[src/rtl/pad_mask_gen_if.sv]
// pad_mask_gen_if: config handshake, beat strobe and mask/position outputs of pad_mask_gen
interface pad_mask_gen_if #(
   parameter int KERNEL_W_MAX = 7,
   parameter int KERNEL_H_MAX = 7,
   parameter int COLS_WIDTH   = 10,
   parameter int ROWS_WIDTH   = 10
);
   localparam int KWW = $clog2(KERNEL_W_MAX + 1);
   localparam int KHW = $clog2(KERNEL_H_MAX + 1);
   logic                    cfg_valid;
   logic                    cfg_ready;
   logic [KWW-1:0]          cfg_kw_1;
   logic [KHW-1:0]          cfg_kh_1;
   logic [COLS_WIDTH-1:0]   cfg_cols_1;
   logic [ROWS_WIDTH-1:0]   cfg_rows_1;
   logic                    cfg_same;
   logic                    beat_valid;
   logic [KERNEL_W_MAX-1:0] mask_col;
   logic [KERNEL_H_MAX-1:0] mask_row;
   logic [COLS_WIDTH-1:0]   pos_col;
   logic [ROWS_WIDTH-1:0]   pos_row;
   logic                    frame_last;
   logic                    busy;
   logic                    cfg_err;
   modport master (
      output cfg_valid, cfg_kw_1, cfg_kh_1, cfg_cols_1, cfg_rows_1, cfg_same, beat_valid,
      input  cfg_ready, mask_col, mask_row, pos_col, pos_row, frame_last, busy, cfg_err
   );
   modport slave (
      input  cfg_valid, cfg_kw_1, cfg_kh_1, cfg_cols_1, cfg_rows_1, cfg_same, beat_valid,
      output cfg_ready, mask_col, mask_row, pos_col, pos_row, frame_last, busy, cfg_err
   );
endinterface

[src/rtl/pad_mask_gen.sv]
// pad_mask_gen: walks output positions of a frame and emits per-tap padding masks
module pad_mask_gen #(
   parameter int KERNEL_W_MAX = 7,
   parameter int KERNEL_H_MAX = 7,
   parameter int COLS_WIDTH   = 10,
   parameter int ROWS_WIDTH   = 10
) (
   input logic           aclk,
   input logic           areset,
   input logic           aclken,
   pad_mask_gen_if.slave s
);
   localparam int KWW = $clog2(KERNEL_W_MAX + 1);
   localparam int KHW = $clog2(KERNEL_H_MAX + 1);
   localparam int CX  = COLS_WIDTH + KWW + 1;
   localparam int RX  = ROWS_WIDTH + KHW + 1;
   typedef enum logic {IDLE, RUN} state_t;
   state_t                  state;
   logic [KWW-1:0]          kw_1;
   logic [KHW-1:0]          kh_1;
   logic [COLS_WIDTH-1:0]   cols_1, pos_col, last_col;
   logic [ROWS_WIDTH-1:0]   rows_1, pos_row, last_row;
   logic                    same, cfg_err, illegal, run, col_end, frame_last;
   logic [KERNEL_W_MAX-1:0] mc;
   logic [KERNEL_H_MAX-1:0] mr;
   // Legal kernels have even kw_1/kh_1, so 2*(k_1>>1) equals k_1 for the valid-mode fit test
   assign illegal = s.cfg_kw_1[0] | s.cfg_kh_1[0]
                  | (s.cfg_kw_1 > KWW'(KERNEL_W_MAX - 1)) | (s.cfg_kh_1 > KHW'(KERNEL_H_MAX - 1))
                  | (~s.cfg_same & ((CX'(s.cfg_cols_1) < CX'(s.cfg_kw_1)) | (RX'(s.cfg_rows_1) < RX'(s.cfg_kh_1))));
   assign last_col   = same ? cols_1 : cols_1 - COLS_WIDTH'(kw_1);
   assign last_row   = same ? rows_1 : rows_1 - ROWS_WIDTH'(kh_1);
   assign run        = state == RUN;
   assign col_end    = pos_col == last_col;
   assign frame_last = run & col_end & (pos_row == last_row);
   for (genvar c = 0; c < KERNEL_W_MAX; c++) begin : g_col
      logic [CX-1:0] t;
      assign t     = CX'(pos_col) + CX'(c);
      assign mc[c] = run & (kw_1 >= KWW'(c))
                   & (~same | ((t >= CX'(kw_1 >> 1)) & (t <= CX'(cols_1) + CX'(kw_1 >> 1))));
   end
   for (genvar r = 0; r < KERNEL_H_MAX; r++) begin : g_row
      logic [RX-1:0] t;
      assign t     = RX'(pos_row) + RX'(r);
      assign mr[r] = run & (kh_1 >= KHW'(r))
                   & (~same | ((t >= RX'(kh_1 >> 1)) & (t <= RX'(rows_1) + RX'(kh_1 >> 1))));
   end
   assign s.mask_col   = mc;
   assign s.mask_row   = mr;
   assign s.pos_col    = pos_col;
   assign s.pos_row    = pos_row;
   assign s.frame_last = frame_last;
   assign s.busy       = run;
   assign s.cfg_ready  = ~run;
   assign s.cfg_err    = cfg_err;
   // Config acceptance, raster walk over output positions and sticky illegal-config flag
   always_ff @(posedge aclk) begin
      if (areset) begin
         state   <= IDLE;
         cfg_err <= 1'b0;
         kw_1    <= '0;
         kh_1    <= '0;
         cols_1  <= '0;
         rows_1  <= '0;
         same    <= 1'b0;
         pos_col <= '0;
         pos_row <= '0;
      end else if (aclken) begin
         if (state == IDLE) begin
            if (s.cfg_valid) begin
               cfg_err <= illegal;
               if (!illegal) begin
                  state   <= RUN;
                  kw_1    <= s.cfg_kw_1;
                  kh_1    <= s.cfg_kh_1;
                  cols_1  <= s.cfg_cols_1;
                  rows_1  <= s.cfg_rows_1;
                  same    <= s.cfg_same;
                  pos_col <= '0;
                  pos_row <= '0;
               end
            end
         end else if (s.beat_valid) begin
            pos_col <= col_end ? '0 : pos_col + 1'b1;
            pos_row <= frame_last ? '0 : col_end ? pos_row + 1'b1 : pos_row;
            if (frame_last) state <= IDLE;
         end
      end
   end
endmodule

[src/flat_wrapper.sv]
// flat-port wrapper written by rule: the top's interface ports become plain ports
module pad_mask_gen_flat 
#(
   parameter int KERNEL_W_MAX = 7,
   parameter int KERNEL_H_MAX = 7,
   parameter int COLS_WIDTH   = 10,
   parameter int ROWS_WIDTH   = 10
)
  (aclk, areset, aclken, s_cfg_valid, s_cfg_kw_1, s_cfg_kh_1, s_cfg_cols_1, s_cfg_rows_1, s_cfg_same, s_beat_valid, s_cfg_ready, s_mask_col, s_mask_row, s_pos_col, s_pos_row, s_frame_last, s_busy, s_cfg_err);
  pad_mask_gen_if #(.KERNEL_W_MAX(KERNEL_W_MAX), .KERNEL_H_MAX(KERNEL_H_MAX), .COLS_WIDTH(COLS_WIDTH), .ROWS_WIDTH(ROWS_WIDTH)) s_i ();
  input logic aclk;
  input logic areset;
  input logic aclken;
  input wire logic [$bits(s_i.cfg_valid)-1:0] s_cfg_valid;
  input wire logic [$bits(s_i.cfg_kw_1)-1:0] s_cfg_kw_1;
  input wire logic [$bits(s_i.cfg_kh_1)-1:0] s_cfg_kh_1;
  input wire logic [$bits(s_i.cfg_cols_1)-1:0] s_cfg_cols_1;
  input wire logic [$bits(s_i.cfg_rows_1)-1:0] s_cfg_rows_1;
  input wire logic [$bits(s_i.cfg_same)-1:0] s_cfg_same;
  input wire logic [$bits(s_i.beat_valid)-1:0] s_beat_valid;
  output wire logic [$bits(s_i.cfg_ready)-1:0] s_cfg_ready;
  output wire logic [$bits(s_i.mask_col)-1:0] s_mask_col;
  output wire logic [$bits(s_i.mask_row)-1:0] s_mask_row;
  output wire logic [$bits(s_i.pos_col)-1:0] s_pos_col;
  output wire logic [$bits(s_i.pos_row)-1:0] s_pos_row;
  output wire logic [$bits(s_i.frame_last)-1:0] s_frame_last;
  output wire logic [$bits(s_i.busy)-1:0] s_busy;
  output wire logic [$bits(s_i.cfg_err)-1:0] s_cfg_err;
  assign s_i.cfg_valid = s_cfg_valid;
  assign s_i.cfg_kw_1 = s_cfg_kw_1;
  assign s_i.cfg_kh_1 = s_cfg_kh_1;
  assign s_i.cfg_cols_1 = s_cfg_cols_1;
  assign s_i.cfg_rows_1 = s_cfg_rows_1;
  assign s_i.cfg_same = s_cfg_same;
  assign s_i.beat_valid = s_beat_valid;
  assign s_cfg_ready = s_i.cfg_ready;
  assign s_mask_col = s_i.mask_col;
  assign s_mask_row = s_i.mask_row;
  assign s_pos_col = s_i.pos_col;
  assign s_pos_row = s_i.pos_row;
  assign s_frame_last = s_i.frame_last;
  assign s_busy = s_i.busy;
  assign s_cfg_err = s_i.cfg_err;
  pad_mask_gen #(.KERNEL_W_MAX(KERNEL_W_MAX), .KERNEL_H_MAX(KERNEL_H_MAX), .COLS_WIDTH(COLS_WIDTH), .ROWS_WIDTH(ROWS_WIDTH)) u_core (.aclk(aclk), .areset(areset), .aclken(aclken), .s(s_i));
endmodule
[config.mk]
export PLATFORM = sky130hd
export DESIGN_NAME = pad_mask_gen_flat
export DESIGN_NICKNAME = d
export VERILOG_FILES = /design/src/rtl/pad_mask_gen_if.sv /design/src/rtl/pad_mask_gen.sv /design/src/flat_wrapper.sv
export SDC_FILE = /design/constraint.sdc
export NUM_CORES = 1
export LEC_CHECK = 0
export CORE_MARGIN = 2
export CORE_UTILIZATION = 45
export DETAILED_ROUTE_END_ITERATION = 8
export GPL_TIMING_DRIVEN = 0
export PLACE_DENSITY_LB_ADDON = 0.12
export REMOVE_ABC_BUFFERS = 1
export SLEW_MARGIN = 10
export SYNTH_ARGS = -nofsm -noshare
export SYNTH_HDL_FRONTEND = slang
export SYNTH_SLANG_ARGS = --single-unit
export TNS_END_PERCENT = 50
[constraint.sdc]
create_clock -name aclk -period 4.38 [get_ports aclk]
set_input_delay 0.876 -clock aclk [delete_from_list [all_inputs] [get_ports aclk]]
set_output_delay 0.876 -clock aclk [all_outputs]
set_load 0.02 [all_outputs]
# --- Word level (Yosys, flattened, before mapping) ---
# Cells that the tools add are included.
# Widths: inputs -> output; s select.
totals:
  regBits: 49
  out_inout_bits: 38
  elab_cells: 167
classes:
  add_sub_neg: 18
  n_lt_le_gt_ge: 46
  eq_ne: 5
  mux: 16
  bitwise: 68
  n_reduce_logical: 5
op_table:
  columns: ["cell", "n"]
  rows:
  - ["$ge 14x2->1", 12]
  - ["$le 14x14->1", 12]
  - ["$mux 10", 11]
  - ["$add 10x3->11 const B", 6]
  - ["$and 1x1->1", 45]
  - ["$add 10x2->11 const B", 4]
  - ["$le 10x14->1", 2]
  - ["$add 10x1->11 const B", 2]
  - ["$add 10x2->11", 2]
  - ["$add 10x1->10 const B", 2]
  - ["$eq 10x10->1", 2]
  - ["$ge 10x2->1", 2]
  - ["$lt 10x3->1", 2]
  - ["$sub 10x3->10", 2]
  - ["$or 1x1->1", 19]
  - ["$ge 3x3->1 const B", 6]
  - ["$ge 3x1->1 const B", 4]
  - ["$ge 3x2->1 const B", 4]
  - ["$reduce_and 4->1", 2]
  - ["$gt 3x3->1 const B", 2]
  - ["$mux 1", 5]
  - ["$reduce_and 5->1", 1]
  - ["$not 1->1", 4]
  - ["$ne 3x3->1 const B", 1]
  - ["other kinds (4)", 4]

# --- Logic depth before layout (Yosys ltp) ---
logic_depth:
  depth_word: 8
  ltp_mapped: 13
  mapped_depth_nobuf: 13

# --- Least setup slack after synthesis ---
# OpenSTA, ideal clock, no wires.
synth_timing:
  path_kind: "flip-flop to output port"
  startpoint: "reg u_core.rows_1[1]"
  endpoint: "out s_mask_row[2]"
  arrival_time_ns: 3.664
  setup_slack_ns: -0.160
  path_stages_with_launch: 14
  n_path_buf: 1
  path_cell_list: "dfxtp_1 > ha_1 > a21oi_1 > or3_1 > and2_1 > clkbuf_1 > ha_1 > a21o_1 > a21o_1 > a221oi_1 > o21ai_0 > o211ai_1 > a31oi_1 > a2111oi_0"
synth_via:
  elab_chain_cells: 5
synth_rtl:
  columns: ["item", "line", "rtl"]
  rows:
  - ["start: declaration", "pad_mask_gen.sv:22", "logic [ROWS_WIDTH-1:0] rows_1, pos_row, last_row;"]
  - ["start signal: assignment", "pad_mask_gen.sv:76", "rows_1 <= s.cfg_rows_1;"]
  - ["$add 10x2->11", "pad_mask_gen.sv:45", "& (~same | ((t >= RX'(kh_1 >> 1)) & (t <= RX'(rows_1) + RX'(kh_1 >> 1))));"]
  - ["$le 14x14->1", "pad_mask_gen.sv:45", null]
  - ["$and 1x1->1", "pad_mask_gen.sv:45", null]
  - ["$or 1x1->1", "pad_mask_gen.sv:45", null]
  - ["$and 1x1->1", "pad_mask_gen.sv:45", null]
  - ["end: declaration", "flat_wrapper.sv:23", "output wire logic [$bits(s_i.mask_row)-1:0] s_mask_row;"]
# Every way passes these cells.

# --- Worst setup path after layout ---
layout_timing:
  startpoint: "reg u_core.kh_1[1]"
  endpoint: "out s_mask_row[2]"
layout_via:
  elab_chain_cells: 5
  elab_cells_between_ends: 8
  classes_between: "add/sub: 1; order compare: 3; bitwise: 4"
layout_rtl:
  columns: ["item", "line", "rtl"]
  rows:
  - ["start: declaration", "pad_mask_gen.sv:20", "logic [KHW-1:0] kh_1;"]
  - ["start signal: assignment", "pad_mask_gen.sv:74", "kh_1 <= s.cfg_kh_1;"]
  - ["$add 10x2->11", "pad_mask_gen.sv:45", null]
  - ["$le 14x14->1", "pad_mask_gen.sv:45", null]
  - ["$and 1x1->1", "pad_mask_gen.sv:45", null]
  - ["$or 1x1->1", "pad_mask_gen.sv:45", null]
  - ["$and 1x1->1 (*)", "pad_mask_gen.sv:45", null]
# Mark *: on every way between the ends. The rest lies on a longest branch, timed or not.

==> impl_metrics.csv <==
group,metric,value,unit
outcome,status,"finished clean",
die,row_count,52,
global_routing,top_usage_layer,"met2",
setup_path,path_cells,"ha_4 -> inv_2 -> fa_2 -> and4b_2 -> nand2_4 -> xor2_4 -> buf_6 -> buf_12 -> ha_4 -> nand2_2 -> nor2_1 -> nand4_1 -> o22ai_1 -> a31oi_1 -> a2111oi_2 -> buf_2",
power_and_ir_drop,ir_drop,0.161,mV
final_layout,layout_commonest_cell,"ha_1",
power_and_ir_drop,power_density,105,nW/um2
setup_path,slowest_stage,"dfxtp_4",
synth,ys_types,86,
timing,max_slew_margin,18.6,%
routing,wirelength,32200,um
final_layout,layout-drive-gt1-share,17.0,%
place,place_inst,1471,
synth,ys_seq_elements,49,
routing,routed-via-count,9483,
global_routing,antenna_found_initial,0,
setup_path,worstSetupPathType,"flop to output port",
timing,setup_viol,0,
setup_path,worst_r2r_endpoint,"u_core.s.pos_row[6]",
final_layout,area_delta_synth_final,21.9,%
timing,drv_slew,0,
timing,hold_viol_final,0,
setup_path,r2r_slack,800,ps
job,maxCapViolCount,0,
die,io_pins,70,
routing,ant_nets,0,
final_layout,antennaDiodeCount,0,
hold_path,hp-start,"u_core.s.cfg_err",
clock_network,h-tree-depth,2,
power_and_ir_drop,power_leakage,0.00432,uW
setup_path,r2r_cells,10,
global_routing,met1_usage,36.1,%
routing,drtIter0Drc,778,
clock_network,clockBufferDepth,2,
global_routing,grt_max_degree,33,
global_routing,grt_overflow,0,
global_routing,grt_pass1_wl,49100,um
hold_path,worstHoldEndpoint,"u_core.s.cfg_err",
clock_network,cts_sinks,49,
synth,syn_avg_cell_area,7.74,um2
die,die_h,147,um
synth,ys_warn_count,0,
routing,wire_per_inst,21.0,um
clock_network,root_buffer,"clkbuf_16",
place,gp_congestion,0.924,
clock_network,cts_buffers,5,
die,fp.dieW,147,um
timing,min_period,4360,ps
timing,worst_pin_slew,1220,ps
timing,holdWs,463,ps
global_routing,grt_usage,28.4,%
place,io_buffers,69,
setup_path,required,3500,ps
clock_network,clkLatencyLatePin,280,ps
synth,ys_seq_area_share,10.7,%
synth,synth_ff_type,"dfxtp_1",
routing,drc,0,
setup_path,crit_top_cell,"ha_4",
timing,fmax,229,MHz
clock_network,cts_tree,"yes",
die,core_area,20200,um2
final_layout,stdcell_count,1537,
global_routing,grt_pass1_vias,9077,
setup_path,worst_path_largest_cell_delay,380,ps
synth,synth_enable_flop_cells,0,
setup_path,cp_max_fo,4,
timing,fin_skew,6.35,ps
place,hpwl,22600,um
final_layout,final_nets,1464,
synth,synthArstFlopShare,0,%
setup_path,start_kind,"flop",
setup_path,cp.buffers_inverters,4,
routing,avgViaCountPerCell,6.17,
hold_path,hold_path.class,"flop to flop",
setup_path,cp.arrival,3480,ps
hold_path,whs_path_depth,1,
global_routing,grt_use_met3,3.32,%
clock_network,clk_pin_slew,70,ps
final_layout,final_cell_mix,"ha_1 (153), nor2_1 (114), xnor2_1 (92)",
synth,syn_area,9210,um2
power_and_ir_drop,power.total,1180,uW
setup_path,path_delay_family,"adder cells",
timing,period_share,99.5,%
timing,rsz0062_at_grt,"yes",
setup_path,reg2reg_from,"u_core.kh_1[1]",
synth,synthCells,1190,
setup_path,cp-end-kind,"output port",
routing,first_pass_iters,6,
global_routing,met2_usage,48.7,%
die,start_util,45.6,%
die,die-area,21600,um2
## flip-flops by register name, summed over array words and instances, names as in the netlist
| register | cells |
|---|---|
| u_core.s.busy | 1 |
| u_core.rows_1 | 10 |
| u_core.s.pos_col | 10 |
| u_core.same | 1 |
| u_core.s.pos_row | 10 |
| u_core.s.cfg_err | 1 |
| u_core.kh_1 | 3 |
| u_core.kw_1 | 3 |
| u_core.cols_1 | 10 |
## cells in the mapped netlist, types with 7 or more instances
| cell type | count | area [um2] |
|---|---|---|
| ha_1 | 162 | 2030 |
| nor2_1 | 119 | 447 |
| xnor2_1 | 100 | 876 |
| a21oi_1 | 78 | 390 |
| nand2_1 | 68 | 255 |
| inv_1 | 54 | 203 |
| dfxtp_1 | 49 | 981 |
| xor2_1 | 38 | 333 |
| clkbuf_1 | 35 | 131 |
| o21ai_0 | 34 | 170 |
| nand3_1 | 29 | 145 |
| nor3_1 | 27 | 135 |
| nand4_1 | 26 | 163 |
| nor4_1 | 25 | 156 |
| mux2i_1 | 21 | 210 |
| or3_1 | 20 | 125 |
| o21a_1 | 17 | 128 |
| a21o_1 | 15 | 113 |
| buf_2 | 14 | 70.1 |
| nor2b_1 | 14 | 87.6 |
| o211ai_1 | 14 | 105 |
| nand2b_1 | 13 | 81.3 |
| a211oi_1 | 12 | 90.1 |
| and2_1 | 12 | 75.1 |
| and4_1 | 12 | 105 |
| a2111oi_0 | 11 | 96.3 |
| nand4b_1 | 10 | 87.6 |
| a31oi_1 | 9 | 56.3 |
| buf_1 | 8 | 30.0 |
| and3_1 | 7 | 43.8 |
| o31ai_1 | 7 | 52.6 |
| or4_1 | 7 | 52.6 |
## layout make-up
| type | count | area [um2] |
|---|---|---|
| inverter | 61 | 246 |
| tap | 270 | 338 |
| clock inverter | 1 | 7.51 |
| sequential | 49 | 1070 |
| multi-input combinational | 1019 | 8270 |
| clock buffer | 7 | 133 |
| fill | 1908 | 8950 |
| timing repair buffer | 130 | 1170 |
## metrics by stage
step	utilization (%)	worst slack, ps	cell area [um2]	TNS, ps
5_1_grt	55.6	-96.9	11200	-427
2_1_floorplan	-	-120	8940	-197
6_report	55.6	22.3	11200	0
3_5_place_dp	49.7	-1210	10000	-13070
4_1_cts	53.4	-10.1	10800	-10.1
3_3_place_gp	49.4	-1350	9960	-23610
## layer usage
metal	vias up	part of all wire, %
met3	79	6.9
met5	-	0
met1	4457	41
met2	406	48
li1	4541	-
met4	0	4.0
## power by group
group	internal (uW)	switching, uW	total (uW)
Combinational	161	181	342
Clock	213	166	378
Sequential	442	19.7	462
## how the worst max path moves through the flow
stage	startpoint	to	slack, ps	depth (start not counted)
global placement	u_core.kw_1[2]	s_mask_col[4]	-1350	10
finish	u_core.kh_1[1]	s_mask_row[2]	20	16
floorplan	u_core.kh_1[1]	s_mask_row[3]	-120	11
global route	u_core.kh_1[1]	s_mask_row[2]	-100	16
detailed placement	u_core.kh_1[2]	s_mask_row[1]	-1210	12
CTS	u_core.kw_1[1]	s_mask_col[4]	-10	13
## what timing repair did
item,in CTS,in global routing
resized for setup,145,66
endpoints found under the hold margin,0,0
setup endpoints to repair,15,15
buffers inserted,29,28
hold buffers,0,0
pin swaps,15,23
## logic make-up (layout without fill, tap and decap cells)
| kind of cell | count (synthesis) | count (layout) | share of synthesized area [%] |
|---|---|---|---|
| simple gates | 411 | 411 | 23.5 |
| flops | 49 | 49 | 10.7 |
| buf+inv | 122 | 199 | 5.44 |
| compound gates | 276 | 276 | 21.2 |
| mux | 23 | 23 | 2.65 |
| xor+xnor | 138 | 138 | 13.1 |
| fa+ha+maj | 171 | 171 | 23.4 |
## worst reg2reg max path: stages, from the launching register on
cell and delay (ps):
dfxtp_4 380, buf_4 170, inv_1 200, fa_1 510, a211oi_1 450, nand2_1 140, or3_1 390, nor2b_1 150
a221oi_2 500, or3_1 420, o22ai_2 140
Note: power is estimated with default switching activity, not from simulation.
